===== config.mk =====
export PLATFORM = sky130hd
export DESIGN_NAME = axi_delay_sched
export DESIGN_NICKNAME = d
export VERILOG_FILES = /design/src/rtl/axi_delay_sched.sv
export SDC_FILE = /design/constraint.sdc
export NUM_CORES = 1
export LEC_CHECK = 0
export CAP_MARGIN = 20
export CORE_ASPECT_RATIO = 0.5
export CORE_UTILIZATION = 53
export DETAILED_ROUTE_END_ITERATION = 8
export PLACE_DENSITY = 0.8
export SLEW_MARGIN = 40
export SYNTH_ARGS = -nofsm -noshare
export SYNTH_HDL_FRONTEND = slang
export SYNTH_SLANG_ARGS = --single-unit

===== constraint.sdc =====
create_clock -name clk_i -period 3.4 [get_ports clk_i]
set_clock_uncertainty 0.2 [all_clocks]
set_input_delay 0.34 -clock clk_i [delete_from_list [all_inputs] [get_ports clk_i]]
set_output_delay 0.34 -clock clk_i [all_outputs]
set_load 0.05 [all_outputs]

===== src/rtl/axi_delay_sched.sv =====
// axi_delay_sched: gates per-channel valid/ready for a fixed or LFSR-random delay and counts stall cycles
module axi_delay_sched #(
    parameter int          NumChan    = 5,
    parameter int          DelayWidth = 4,
    parameter logic [15:0] LfsrSeed   = 16'hACE1
) (
    input  logic                          clk_i,
    input  logic                          rst_i,
    input  logic                          enable_i,
    input  logic [NumChan*DelayWidth-1:0] delay_i,
    input  logic [NumChan-1:0]            rand_en_i,
    input  logic                          stall_clr_i,
    input  logic [NumChan-1:0]            valid_i,
    output logic [NumChan-1:0]            ready_o,
    output logic [NumChan-1:0]            valid_o,
    input  logic [NumChan-1:0]            ready_i,
    output logic [31:0]                   stall_cnt_o
);
    typedef enum logic [1:0] {IDLE, COUNT, GRANT} state_e;
    state_e                st_q  [NumChan];
    state_e                st_d  [NumChan];
    logic [DelayWidth-1:0] cnt_q [NumChan];
    logic [DelayWidth-1:0] cnt_d [NumChan];
    logic [DelayWidth-1:0] ld    [NumChan];
    logic [15:0]           lfsr_q, lfsr_d;
    logic [31:0]           stall_cnt_q, stall_cnt_d;
    logic [NumChan-1:0]    grant, hs;
    assign lfsr_d = {lfsr_q[0] ^ lfsr_q[2] ^ lfsr_q[3] ^ lfsr_q[5], lfsr_q[15:1]};
    always_comb begin
        for (int i = 0; i < NumChan; i++) begin
            ld[i] = rand_en_i[i] ? (lfsr_q[DelayWidth-1:0] & delay_i[i*DelayWidth +: DelayWidth])
                                 : delay_i[i*DelayWidth +: DelayWidth];
            grant[i] = !enable_i || (st_q[i] == IDLE && valid_i[i] && ld[i] == '0)
                    || (st_q[i] == COUNT && cnt_q[i] == '0) || st_q[i] == GRANT;
            hs[i] = valid_i[i] & ready_i[i] & grant[i];
            st_d[i] = st_q[i];
            cnt_d[i] = cnt_q[i];
            // once valid_o is shown it must stay up until the handshake, hence GRANT
            if (!enable_i) st_d[i] = (valid_i[i] && !ready_i[i]) ? GRANT : IDLE;
            else if (hs[i]) st_d[i] = IDLE;
            else if (grant[i] && valid_i[i]) st_d[i] = GRANT;
            else if (st_q[i] == IDLE && valid_i[i]) begin
                st_d[i] = COUNT;
                cnt_d[i] = ld[i] - DelayWidth'(1);
            end
            else if (st_q[i] == COUNT && cnt_q[i] != '0) cnt_d[i] = cnt_q[i] - DelayWidth'(1);
        end
    end
    assign valid_o = rst_i ? '0 : valid_i & grant;
    assign ready_o = rst_i ? '0 : ready_i & grant;
    assign stall_cnt_d = stall_clr_i ? '0
                       : (|(valid_i & ~grant) && stall_cnt_q != '1) ? stall_cnt_q + 32'd1
                       : stall_cnt_q;
    assign stall_cnt_o = stall_cnt_q;
    always_ff @(posedge clk_i) begin
        if (rst_i) begin
            lfsr_q <= LfsrSeed;
            stall_cnt_q <= '0;
            for (int i = 0; i < NumChan; i++) begin
                st_q[i] <= IDLE;
                cnt_q[i] <= '0;
            end
        end else begin
            lfsr_q <= lfsr_d;
            stall_cnt_q <= stall_cnt_d;
            st_q <= st_d;
            cnt_q <= cnt_d;
        end
    end
endmodule


==> flow_summary.yaml <==
status:
  status: "finished clean"
sta:
  finalCritPeriodShare_pct: 84.5
  fin_tns_setup_ps: 0
  setup_viol: 0
  period_needed_ps: 2870
  hold_viol: 0
  max_slew_margin_pct: 49.6
  final_max_slew_viol_count: 0
  fmax_mhz: 348
  max_slew.worst_pin.slew_ps: 757
  rsz0062_at_grt: "no"
logic_synthesis:
  yosysWarnings: 0
  ys_types: 66
  yosys_most_used_dff: "dfxtp_1"
  synth_seq_cells: 78
  async_flop_share_pct: 0
  syn_area_um2: 4520
  synth-edff-count: 0
  ys_seq_area_share_pct: 34.5
  syn_area_per_cell_um2: 8.16
  postSynthNetCount: 599
  synth_cells: 554
power_and_ir_drop:
  powerDensity_nw_per_um2: 423
  p_leak_uw: 0.00220
  vdd_drop_max_mv: 0.277
placement:
  routabilityCongestion: 0.862
  hpwlAfterDp_um: 7880
  portBuffers: 80
  post-place-cells: 735
critical_path:
  rr_startpoint: "lfsr_q[0]"
  critPathCapture: "ready_o[2]"
  r2r_cells: 7
  rrSetupSlack_ps: 540
  startpoint_type: "input port"
  end_kind: "primary output"
  r2r_end: "stall_cnt_o[11]"
  cp.arrival_ps: 2330
  required_ps: 2860
  critPathKind: "in -> out"
  crit_fanout: 5
  startpoint: "valid_i[2]"
die:
  core_um2: 8140
  pin_count: 81
  dieHeight_um: 67.3
  die_w_um: 133
  rows: 23
  die_area_um2: 8930
  start_util_pct: 55.5
clocking:
  clk_latency_ps: 340
  post-cts-setup-buffers: 0
  cts_tree: "built"
  cts-root-buf: "clkbuf_16"
  htree_levels: 3
  cts_buffers: 9
  cts_resized: 0
  clkSinkCount: 78
  cts_buffer_depth: 2
  holdBufCountCts: 0
  clk_pin_slew_worst_paths_ps: 60
global_route:
  antenna_found_initial: 0
  grt_usage_pct: 25.9
  overflow: 0
  grt_max_degree: 40
  grt_pass1_vias: 3923
  grt_pass1_wl_um: 18100
detailed_routing:
  drt_iter0_markers: 263
  antenna_left: 0
  viasPerCell: 5.89
  vias: 4421
  drc: 0
  wire_per_inst_um: 14.9
  wirelength_um: 11200
  first_pass_iters: 6
flow_run:
  max_cap_violations: 0
cells_and_area:
  diodes: 0
  drive_gt1_share_pct: 11.6
  num-fill-cells: 665
  fin_cells: 751
  final_util_pct: 71.6
  final_nets: 679
  area.growth.synth_to_final_pct: 28.9
hold_path:
  hold_class: "reg -> reg"
## cell usage after synthesis (13+ instances only)
cell type	instances	area, um2
nor2_1	61	229
nand3_1	26	130
a31oi_1	14	87.6
nor2b_1	20	125
o21ai_0	18	90.1
inv_1	17	63.8
a21oi_1	33	165
nand2_1	34	128
nand2b_1	22	138
and3_1	13	81.3
clkbuf_1	18	67.6
dfxtp_1	78	1560
mux2i_1	15	150
## power breakdown
group | internal (uW) | switching (uW) | leakage [uW]
Combinational | 208 | 232 | 0.00141
Sequential | 951 | 34.0 | 0.000636
Clock | 645 | 397 | 0.000152
## how the worst min path moves through the flow
| stage | start | end | slack [ps] | depth (start not counted) |
|---|---|---|---|---|
| global route | lfsr_q[6] | lfsr_q[5] | 230 | 1 |
| global placement | lfsr_q[11] | lfsr_q[10] | 190 | 1 |
| floorplan | lfsr_q[11] | lfsr_q[10] | 190 | 1 |
| finish | lfsr_q[6] | lfsr_q[5] | 210 | 1 |
| detailed placement | lfsr_q[6] | lfsr_q[5] | 190 | 1 |
| CTS | lfsr_q[6] | lfsr_q[5] | 210 | 1 |
## per-layer routing
metal  up-vias  part of all wire, %  global-route usage (%)
met4         0                  1.1                    8.19
met2       142                   46                    45.1
met1      2069                   47                    32.7
met3        15                  5.7                    5.48
li1       2195                    -                       -
met5         -                    0                       0
## cell families after synthesis
group	after synthesis	synth area share, %
mux	16	3.57
buf+inv	39	3.60
compound gates	136	21.1
xor+xnor	13	2.52
simple gates	266	33.0
fa+ha+maj	6	1.66
flops	78	34.5
## stage by stage
stage | hold slack [ps] | power (uW) | setup WS (ps) | area [um2]
floorplan | 189 | 1290 | 494 | 4520
global placement | 192 | 1430 | 292 | 5500
detailed placement | 193 | 1440 | 269 | 5510
CTS | 211 | 2480 | 536 | 5830
global route | 228 | 2570 | 353 | 5830
finish | 210 | 2470 | 526 | 5830
## final cells by class
type,count,area [um2],share of cell area (%)
multi-input combinational,437,2800,48.0
clock buffer,9,225,3.86
clock inverter,7,97.6,1.67
sequential,78,1560,26.8
timing repair buffer,91,941,16.1
inverter,17,63.8,1.09
tap,112,140,2.40
## layout by cell type, fill, tap and decap left out, types with 4 or more instances in the layout
| cell | count |
|---|---|
| clkdlybuf4s50_1 | 69 |
| a211oi_1 | 8 |
| o21ba_2 | 7 |
| nand4_1 | 10 |
| ha_1 | 6 |
| nor3b_1 | 6 |
| mux2i_1 | 15 |
| a31oi_1 | 14 |
| nand3_1 | 26 |
| and2_1 | 9 |
| clkbuf_16 | 9 |
| nor2_1 | 60 |
| a21o_1 | 7 |
| buf_4 | 14 |
| buf_12 | 7 |
| o211a_1 | 4 |
| or2_2 | 10 |
| dfxtp_1 | 78 |
| o211ai_1 | 6 |
| and4_1 | 8 |
| a211o_1 | 4 |
| nor4_1 | 5 |
| nor3_1 | 7 |
| nand2_1 | 34 |
| nor2b_1 | 20 |
| and3_1 | 13 |
| a21oi_1 | 33 |
| nand2b_1 | 22 |
| xnor2_1 | 11 |
| or4_1 | 8 |
| or3_1 | 11 |
| o21ai_0 | 18 |
| inv_1 | 17 |
## sequential cells by signal, indices dropped and copies added (netlist names)
| register | cells |
|---|---|
| cnt_q | 20 |
| lfsr_q | 16 |
| st_q | 10 |
| stall_cnt_o | 32 |
## worst max-delay path: stages
cell	delay, ps
clkdlybuf4s50_1	510
or3b_2	520
a21oi_2	200
a31oi_1	170
nor3b_1	400
buf_12	190
(Power assumes the default switching activity.)
